$ cat config.mk
export PLATFORM = sky130hd
export DESIGN_NAME = mem_wb_reg
export DESIGN_NICKNAME = d
export VERILOG_FILES = /design/src/rtl/mem_wb_reg.sv
export SDC_FILE = /design/constraint.sdc
export NUM_CORES = 1
export LEC_CHECK = 0
export CORE_ASPECT_RATIO = 1.4
export CORE_MARGIN = 1
export CORE_UTILIZATION = 54
export CTS_BUF_LIST = sky130_fd_sc_hd__clkbuf_8
export CTS_CLUSTER_SIZE = 20
export DETAILED_ROUTE_END_ITERATION = 10
export GPL_TIMING_DRIVEN = 0
export PLACE_DENSITY = 0.88
export SETUP_SLACK_MARGIN = 0.3
export SLEW_MARGIN = 20
export SYNTH_ARGS = -nofsm -noshare
export SYNTH_HDL_FRONTEND = slang
export SYNTH_SLANG_ARGS = --single-unit
$ cat constraint.sdc
create_clock -name clk -period 26.3 [get_ports clk]
set_clock_uncertainty 0.1 [all_clocks]
set_input_delay 6.575 -clock clk [delete_from_list [all_inputs] [get_ports clk]]
set_output_delay 6.575 -clock clk [all_outputs]
set_load 0.05 [all_outputs]
$ cat src/rtl/mem_wb_reg.sv
// MEM/WB pipeline register with load-wait handshake toward data memory.
// Optional load timeout with sticky error flag: define MEM_WB_TIMEOUT_EN.
module mem_wb_reg #(
    parameter int BIT_WIDTH      = 32,
    parameter int REG_ADDR_W     = 5,
    parameter int TIMEOUT_CYCLES = 255
) (
    input  logic                  clk,
    input  logic                  rst,
    input  logic                  ex_valid,
    input  logic [BIT_WIDTH-1:0]  ex_alu_result,
    input  logic [BIT_WIDTH-1:0]  ex_pc_plus4,
    input  logic [BIT_WIDTH-1:0]  ex_imm,
    input  logic [REG_ADDR_W-1:0] ex_rd,
    input  logic                  ex_reg_we,
    input  logic [1:0]            ex_wb_sel,
    input  logic                  ex_is_load,
    input  logic [BIT_WIDTH-1:0]  dmem_rdata,
    input  logic                  dmem_rvalid,
    input  logic                  flush,
    output logic [1:0]            wb_sel,
    output logic [BIT_WIDTH-1:0]  wb_in0,
    output logic [BIT_WIDTH-1:0]  wb_in1,
    output logic [BIT_WIDTH-1:0]  wb_in2,
    output logic [BIT_WIDTH-1:0]  wb_in3,
    output logic [REG_ADDR_W-1:0] wb_rd,
    output logic                  wb_reg_we,
    output logic                  wb_valid,
    output logic                  mem_stall,
    output logic                  mem_err
);

    if (TIMEOUT_CYCLES < 1) begin : g_bad_timeout
        $error("TIMEOUT_CYCLES must be at least 1");
    end

    typedef enum logic {
        S_IDLE,
        S_WAIT
    } state_t;

    state_t state_q, state_d;

    logic [BIT_WIDTH-1:0]  hold_alu;
    logic [BIT_WIDTH-1:0]  hold_pc4;
    logic [BIT_WIDTH-1:0]  hold_imm;
    logic [REG_ADDR_W-1:0] hold_rd;
    logic                  hold_we;
    logic [1:0]            hold_sel;
    logic                  flush_pend;
    logic                  we_q;

    logic accept;
    logic miss;
    logic done;
    logic timeout_hit;

    assign accept = (state_q == S_IDLE) & ex_valid &
                    (~ex_is_load | dmem_rvalid);
    assign miss   = (state_q == S_IDLE) & ex_valid &
                    ex_is_load & ~dmem_rvalid;
    assign done   = (state_q == S_WAIT) & dmem_rvalid;

`ifdef MEM_WB_TIMEOUT_EN
    localparam int CW_RAW = $clog2(TIMEOUT_CYCLES + 1);
    localparam int CW = (CW_RAW < 8) ? 8 : CW_RAW;

    logic [CW-1:0] cnt_q;

    assign timeout_hit = (state_q == S_WAIT) & ~dmem_rvalid &
                         (cnt_q == CW'(TIMEOUT_CYCLES - 1));

    always_ff @(posedge clk or posedge rst) begin
        if (rst) begin
            cnt_q   <= '0;
            mem_err <= 1'b0;
        end else begin
            if (miss)
                cnt_q <= '0;
            else if (state_q == S_WAIT && !dmem_rvalid)
                cnt_q <= cnt_q + 1'b1;
            if (timeout_hit)
                mem_err <= 1'b1;
        end
    end
`else
    assign timeout_hit = 1'b0;
    assign mem_err     = 1'b0;
`endif

    always_comb begin
        state_d   = state_q;
        mem_stall = 1'b0;
        unique case (state_q)
            S_IDLE: begin
                if (miss) begin
                    state_d   = S_WAIT;
                    mem_stall = 1'b1;
                end
            end
            S_WAIT: begin
                if (dmem_rvalid || timeout_hit)
                    state_d = S_IDLE;
                else
                    mem_stall = 1'b1;
            end
        endcase
    end

    always_ff @(posedge clk or posedge rst) begin
        if (rst)
            state_q <= S_IDLE;
        else
            state_q <= state_d;
    end

    always_ff @(posedge clk or posedge rst) begin
        if (rst) begin
            wb_sel     <= '0;
            wb_in0     <= '0;
            wb_in1     <= '0;
            wb_in2     <= '0;
            wb_in3     <= '0;
            wb_rd      <= '0;
            we_q       <= 1'b0;
            wb_valid   <= 1'b0;
            hold_alu   <= '0;
            hold_pc4   <= '0;
            hold_imm   <= '0;
            hold_rd    <= '0;
            hold_we    <= 1'b0;
            hold_sel   <= '0;
            flush_pend <= 1'b0;
        end else begin
            wb_valid <= 1'b0;
            if (accept) begin
                wb_sel   <= ex_wb_sel;
                wb_in0   <= ex_alu_result;
                wb_in2   <= ex_pc_plus4;
                wb_in3   <= ex_imm;
                wb_rd    <= ex_rd;
                we_q     <= ex_reg_we;
                wb_valid <= ~flush;
                // Stray rvalid alongside a non-load must not disturb load data
                if (ex_is_load)
                    wb_in1 <= dmem_rdata;
            end
            if (miss) begin
                hold_alu   <= ex_alu_result;
                hold_pc4   <= ex_pc_plus4;
                hold_imm   <= ex_imm;
                hold_rd    <= ex_rd;
                hold_we    <= ex_reg_we;
                hold_sel   <= ex_wb_sel;
                flush_pend <= flush;
            end
            if (state_q == S_WAIT && !dmem_rvalid && flush)
                flush_pend <= 1'b1;
            if (done) begin
                wb_sel     <= hold_sel;
                wb_in0     <= hold_alu;
                wb_in1     <= dmem_rdata;
                wb_in2     <= hold_pc4;
                wb_in3     <= hold_imm;
                wb_rd      <= hold_rd;
                we_q       <= hold_we;
                wb_valid   <= ~(flush_pend | flush);
                flush_pend <= 1'b0;
            end
        end
    end

    assign wb_reg_we = we_q & wb_valid & (wb_rd != '0);

endmodule

* Word level (Yosys, flattened, before mapping) *
Index checks and enable logic that the tools add are counted.

operators by class
  multiplexer cells = 23
  bitwise logic cells = 14
  reduce and logical (&&, ||, !) cells = 8

operators with widths
  operator                            number
  2-to-1 mux 32 bit                   9
  2-to-1 mux 5 bit                    2
  2-to-1 mux 1 bit                    9
  AND 1 bit                           7
  NOT 1 bit                           5
  nonzero test 5 bit                  1
  2-to-1 mux 2 bit                    2
  nonzero test 2 bit                  2
  nonzero test 3 bit                  1
  logical AND 1 bit                   2
  bitwise OR 1 bit                    2
  one-hot mux 1 bit (2 select lines)  1
  AND reduction 2 bit                 1
  logical NOT 1 bit                   1

storage, ports and cells
  register bits = 243
  input port bits = 142
  output and inout port bits = 139
  word-level logic and storage cells = 61

* Logic depth before layout (Yosys ltp) *
Gate-level depths: netlist of run 1.

  depth after elaboration = 7
  gate-level depth with buffers = 7
  depth with buffers taken out = 3

* Least setup slack after synthesis of run 1 *
No wires, ideal clock.

  path kind = input -> output
  start point = input port ex_is_load
  end point = output port mem_stall
  arrival = 7.019 ns
  required time = 19.625 ns
  setup slack = 12.606 ns
  cell stages on the path = 2
  buffers on the path = 0
  cells stage by stage = and2_1 -> o21ba_2

between the ends
  cells in the longest elaborated chain, start to end = 4

ends and longest elaborated chain
  element                             RTL line  source
  start: declaration                  17        input logic ex_is_load,
  AND 1 bit                           60        assign miss = (state_q == S_IDLE) & ex_valid &
  AND 1 bit                           61        ex_is_load & ~dmem_rvalid;
  2-to-1 mux 1 bit                    96        if (miss) begin
  one-hot mux 1 bit (2 select lines)  94        unique case (state_q)
  end: declaration                    29        output logic mem_stall,

Every way passes these cells.

* Worst setup path after layout of run 1 *
  start point = input port dmem_rvalid
  end point = output port mem_stall

between the ends
  cells in the longest elaborated chain, start to end = 4
  elaborated cells between the ends (all ways) = 5
  classes of those cells = 3 x mux; 2 x bitwise

ends and longest elaborated chain
  element                                 RTL line  source
  start: declaration                      19        input logic dmem_rvalid,
  NOT 1 bit                               61
  AND 1 bit                               61
  2-to-1 mux 1 bit                        96
  one-hot mux 1 bit (2 select lines) (*)  94

Mark *: on every way between the ends. The rest lies on a longest branch, timed or not.

==> key figures, run 1 <==
Setup path
  • R2R depth: 6
  • CP startpoint: dmem_rvalid
  • Worst R2R Setup Slack: 24.25 ns
  • Crit Path Class: input pin to output port
  • Critical-path top delay cell: clkdlybuf4s50_1
  • CP cell instances: clkdlybuf4s50_1 -> o21ba_2 -> clkdlybuf4s50_1
  • R2R Path Start: state_q
  • Top cell by count, worst path: clkdlybuf4s50_1
  • Crit-path max cell delay: 0.83 ns
  • CP Capture Point: mem_stall
  • Crit path required time: 19.62 ns
  • Delay-heaviest family, CP: buffers and inverters
  • Critical Path Fanout Max: 6
  • Bufs and invs on worst path: 2
  • Setup crit end kind: output port
  • CP startpoint kind: input pin
  • Worst reg2reg path endpoint: hold_alu[25]
  • WP data arrival: 8.23 ns
  • WP depth: 3

Pwr
  • Pwr per Cell Area: 81.6 nW/µm²
  • Maximum vdd drop: 0.0572 mV
  • Lkg Pwr: 5.99 nW
  • Total power: 1.16 mW

Floorplanning
  • Initial core utilization: 0.553
  • Die area: 19700 µm²
  • Top-level I/O count: 281
  • Area of the core: 18700 µm²
  • # rows: 59
  • Chip height: 166 µm
  • Die X-Extent: 119 µm

Place
  • GPL Wtd Cong: 0.770
  • Placed wire-length estimate: 16800 µm
  • Number of buffers added on ports: 279

Synthesis
  • Seq/Total Area, Yosys: 0.589
  • Unique masters post-synth: 22
  • Post-Synthesis Cell Area: 10300 µm²
  • Cells after Synth: 643
  • Syn avg cell area: 16.1 µm²
  • Syn Nets: 785
  • Synth Register Bits: 243
  • Yosys top cell area share: 0.589
  • Biggest area consumer among synthesized cells: dfrtp_1
  • Yosys warning total: 0
  • Largest cells by area after synthesis: dfrtp_1, mux2_2, mux2_1

Drt
  • DR vias/cell: 5.23
  • Wire per inst: 19.0 µm
  • Initial drt markers: 217
  • Vias after detailed routing: 6435
  • Antenna viol nets, final: 0
  • DR pass1 iterations: 4
  • Post-Route WL: 23400 µm
  • DRC violations left: 0

STA
  • Final min period: 14.91 ns
  • Unrepaired setup endpoints after global routing: false
  • Slew @ Worst Pin: 0.613 ns
  • Slew margin rel.: 0.590
  • Period utilisation layout: 0.567
  • Slew Limit Fails: 0
  • Min Hold Slack: 0.384 ns
  • Hold Vio Cnt, Final: 0
  • Max Fclk: 0.0671 GHz
  • Setup violations, final: 0
  • Setup_tns: 0 ns

Global route
  • GRT Residual Overflow: 0
  • Vias in the first global route: 7301
  • First-pass GRT wire length: 38500 µm
  • Initial antenna violation count: 1
  • Largest net degree at the start of global routing: 89
  • All-Layer GR Usage: 0.248

Clock tree
  • CTS tree: done
  • Clock sink count: 243
  • Clock tree root buffer cell: clkbuf_8
  • CTS Buffer Depth: 3
  • Hold buffers post-CTS: 0
  • H-tree levels: 2
  • Setup Fix Bufs, Post-CTS: 0
  • Num CTS Buffers: 37
  • Clk_lat worst skew: 0.51 ns
  • Quantity of gates resized following cts: 0
  • CTS clk-pin slew, worst paths: 0.06 ns

Job
  • Max-Cap Viols: 0

Final layout
  • Nets: 1105
  • Layout cell share with drive strength beyond 1: 0.392
  • Area growth from synthesis to layout: 37.3%

Outcome
  • Outcome: completed

Min path
  • Hold depth: 1
  • Hold WC Path Type: register to register
-- per-stage QoR --
stage / cells / util / setup WS [ns] / cell area, µm²
5_1_grt: 1230 / 0.759 / 11.36 / 14200
2_1_floorplan: 643 / - / 12.61 / 10300
4_1_cts: 1229 / 0.759 / 11.37 / 14200
6_report: 1230 / 0.759 / 11.39 / 14200
3_5_place_dp: 1168 / 0.722 / 11.38 / 13500
3_3_place_gp: 1166 / 0.719 / 9.87 / 13400
-- synthesized netlist by cell type (all sizes together) --
master	count
inv	1
a31oi	1
o21ba	1
nand2	2
nor4bb	1
buf	39
dfrtp	243
and2	2
o211ai	1
or3	1
o22a	1
o311a	1
nor2	1
clkbuf	1
conb	1
o21ai	2
mux2	344
-- final cells by class --
class | count | area [µm²]
Sequential cell | 243 | 6080
Fill cell | 1181 | 4490
Multi-Input combinational cell | 359 | 3970
Timing Repair Buffer | 281 | 2850
Clock buffer | 46 | 633
Tap cell | 244 | 305
Buffer | 40 | 270
Clock inverter | 15 | 58.8
Inverter | 1 | 11.3
Antenna cell | 1 | 2.50
-- registers in the layout (all words and copies together) (netlist names), 2 cells and up --
name      flops
wb_sel        2
wb_in1       32
hold_imm     32
wb_in2       32
hold_sel      2
wb_in3       32
wb_rd         5
hold_alu     32
wb_in0       32
hold_pc4     32
hold_rd       5
-- power by group --
| part | internal (mW) | total (mW) | leakage, nW | switching [mW] |
|---|---|---|---|---|
| Clock | 0.156 | 0.293 | 0.408 | 0.137 |
| Combinational | 0.160 | 0.376 | 2.71 | 0.216 |
| Sequential | 0.450 | 0.488 | 2.87 | 0.0382 |
-- layout by cell type (no fill, tap or decap), types with 2 or more instances in the layout --
master	instances
mux2_2	294
clkdlybuf4s50_1	279
dfrtp_1	243
mux2_1	50
clkbuf_8	46
buf_2	21
inv_1	13
buf_4	11
buf_6	7
and2_1	2
clkinv_2	2
buf_16	2
-- routing by layer --
| layer | GRT usage | vias up | part of all wire |
|---|---|---|---|
| met2 | 0.432 | 231 | 0.52 |
| met3 | 0.0802 | 47 | 0.078 |
| met1 | 0.284 | 3215 | 0.37 |
| li1 | - | 2942 | - |
| met5 | 0 | - | 0 |
| met4 | 0.0908 | 0 | 0.028 |
-- how the worst min path moves through the flow --
stage / from / to / slack (ns)
floorplan: hold_alu[13] / hold_alu[13] / 0.35
finish: hold_alu[23] / hold_alu[23] / 0.38
global route: hold_alu[22] / hold_alu[22] / 0.40
CTS: hold_alu[22] / hold_alu[22] / 0.39
detailed placement: hold_alu[22] / hold_alu[22] / 0.37
global placement: hold_alu[22] / hold_alu[22] / 0.36
-- worst register-to-register path: stages, from the launching register on --
cell      delay (ns)
dfrtp_1         0.36
buf_4           0.16
nor4bb_1        0.27
buf_2           0.30
buf_6           0.22
buf_6           0.18
mux2_1          0.34
-- kinds of logic (layout without fill, tap and decap cells) --
logic type	count (synthesis)	after routing	synth area share
other cells	1	2	0.000363
flops	243	243	0.589
mux	344	344	0.375
buf+inv	41	383	0.0265
compound gates	7	7	0.00509
simple gates	7	7	0.00412
Note: power is estimated with default switching activity, not from simulation.
==> inputs of run 2 (changes only) <==
--- a/config.mk
+++ b/config.mk
@@ -7,12 +7,12 @@
 export LEC_CHECK = 0
 export CORE_ASPECT_RATIO = 1.4
 export CORE_MARGIN = 1
-export CORE_UTILIZATION = 54
+export CORE_UTILIZATION = 50
 export CTS_BUF_LIST = sky130_fd_sc_hd__clkbuf_8
 export CTS_CLUSTER_SIZE = 20
 export DETAILED_ROUTE_END_ITERATION = 10
 export GPL_TIMING_DRIVEN = 0
-export PLACE_DENSITY = 0.88
+export PLACE_DENSITY = 0.82
 export SETUP_SLACK_MARGIN = 0.3
 export SLEW_MARGIN = 20
 export SYNTH_ARGS = -nofsm -noshare
==> constraint.sdc (replaced) <==
create_clock -name clk -period 14.6 [get_ports clk]
set_clock_uncertainty 0.1 [all_clocks]
set_input_delay 3.65 -clock clk [delete_from_list [all_inputs] [get_ports clk]]
set_output_delay 3.65 -clock clk [all_outputs]
set_load 0.05 [all_outputs]
==> key figures, run 2 (synthesis results as in run 1) <==
STA
  • Final min period: 9.05 ns
  • Slew margin rel.: 0.611
  • Slew Limit Fails: 0
  • Setup violations, final: 0
  • Unrepaired setup endpoints after global routing: false
  • Max Fclk: 0.110 GHz
  • Setup_tns: 0 ns
  • Slew @ Worst Pin: 0.582 ns
  • Min Hold Slack: 0.382 ns
  • Period utilisation layout: 0.620
  • Hold Vio Cnt, Final: 0

Final layout
  • Final instance area: 14200 µm²
  • Antenna cell count: 0
  • Commonest non-fill, non-tap cells in the layout: mux2_2, clkdlybuf4s50_1, dfrtp_1
  • Most common cell after layout, fill and taps aside: mux2_2
  • Nets: 1107
  • Layout cell share with drive strength beyond 1: 0.390
  • Area growth from synthesis to layout: 37.6%

Clock tree
  • Clock tree root buffer cell: clkbuf_8
  • Quantity of gates resized following cts: 0
  • CTS clk-pin slew, worst paths: 0.06 ns
  • CTS tree: done
  • Setup Fix Bufs, Post-CTS: 0
  • Num CTS Buffers: 39
  • CTS Buffer Depth: 3
  • Clock sink count: 243
  • H-tree levels: 2
  • Clk_lat worst skew: 0.51 ns
  • Hold buffers post-CTS: 0

Drt
  • DR pass1 iterations: 4
  • Initial drt markers: 166
  • Wire per inst: 18.3 µm
  • DR vias/cell: 5.19
  • DRC violations left: 0
  • Vias after detailed routing: 6438
  • Antenna viol nets, final: 0
  • Post-Route WL: 22600 µm

Setup path
  • Crit Path Class: input pin to output port
  • WP data arrival: 5.30 ns
  • CP startpoint kind: input pin
  • Setup crit end kind: output port
  • Crit path required time: 10.85 ns
  • Critical Path Fanout Max: 6

Global route
  • Initial antenna violation count: 0
  • All-Layer GR Usage: 0.219
  • Met3 Track Usage GR: 0.0706
  • Vias in the first global route: 7095
  • First-pass GRT wire length: 35800 µm
  • GRT met2 Usage: 0.387
  • M1 GR Usage: 0.244
  • GRT Residual Overflow: 0
  • Busiest layer in global routing: met2
  • Largest net degree at the start of global routing: 105

Pwr
  • Flop pwr share: 0.420
  • Lkg Pwr: 6.01 nW
  • Sw frac: 0.337
  • Maximum vdd drop: 0.0994 mV
  • Net Sw Power: 704 µW
  • Pwr per Cell Area: 147 nW/µm²
  • Clk network pwr share: 0.258
  • Comb power frac: 0.323
  • Internal power: 1.39 mW

Min path
  • Hold WC Path Type: register to register

Floorplanning
  • # rows: 61
  • Initial core utilization: 0.514
  • Top-level I/O count: 281
  • Die area: 21200 µm²
  • Area of the core: 20100 µm²
  • Chip height: 172 µm
  • Die X-Extent: 123 µm

Job
  • Max-Cap Viols: 0

Place
  • Number of buffers added on ports: 279
  • Placed wire-length estimate: 16300 µm
  • Post-DP Area: 13500 µm²
  • GPL Wtd Cong: 0.717

Outcome
  • Outcome: completed
[run 2: changes by cell type in the layout (fill, tap and decap cells not counted), sizes merged]
cell    delta
inv        +4
clkinv     -2
clkbuf     +1
diode      -1
[run 2: worst max-delay path, cell delays in order]
cell and delay (ns):
clkdlybuf4s50_1 0.52, o21ba_2 0.30, clkdlybuf4s50_1 0.83
[run 2: path summary, 6_finish.rpt]
check / from / endpoint / slack, ns / cells after the start
min in group asynchronous: rst / wb_in3[26] / 3.51 / 2
min reg2reg: hold_sel[0] / hold_sel[0] / 0.38 / 1
max reg2reg: state_q / wb_in2[11] / 12.55 / 5
min: hold_sel[0] / hold_sel[0] / 0.38 / 1
max: dmem_rvalid / mem_stall / 5.55 / 3
max in group asynchronous: rst / wb_in1[13] / 9.96 / 3
[run 2: per-stage QoR]
| stage | worst slack, ns | util | cells | power, mW |
|---|---|---|---|---|
| 6_report | 5.55 | 0.708 | 1240 | 2.09 |
| 5_1_grt | 5.52 | 0.708 | 1240 | 2.19 |
| 4_1_cts | 5.54 | 0.708 | 1240 | 2.11 |
| 3_5_place_dp | 5.53 | 0.672 | 1176 | 1.57 |
| 3_3_place_gp | 1.01 | 0.669 | 1174 | 1.55 |
| 2_1_floorplan | 4.18 | - | 643 | 1.32 |
[run 2: final cells by class]
class                           count  area, µm²
Tap cell                          252        315
Inverter                            1       11.3
Buffer                             40        270
Timing Repair Buffer              281       2850
Sequential cell                   243       6080
Fill cell                        1471       5860
Clock buffer                       47        647
Clock inverter                     17       63.8
Multi-Input combinational cell    359       3970
[run 2: power by group through the flow]
stage          combinational (mW)  clock [mW]  sequential, mW
6_report                    0.674       0.539           0.877
2_1_floorplan               0.189           0            1.13
3_5_place_dp                0.680           0           0.890
5_1_grt                     0.708       0.585           0.897
4_1_cts                     0.682       0.553           0.879
3_3_place_gp                0.669           0           0.882
[run 2: layer usage]
| metal | wire length, µm | up-vias |
|---|---|---|
| met5 | 0 | - |
| met4 | 637 | 0 |
| met3 | 1820 | 46 |
| met2 | 11600 | 223 |
| met1 | 8550 | 3222 |
| li1 | - | 2947 |
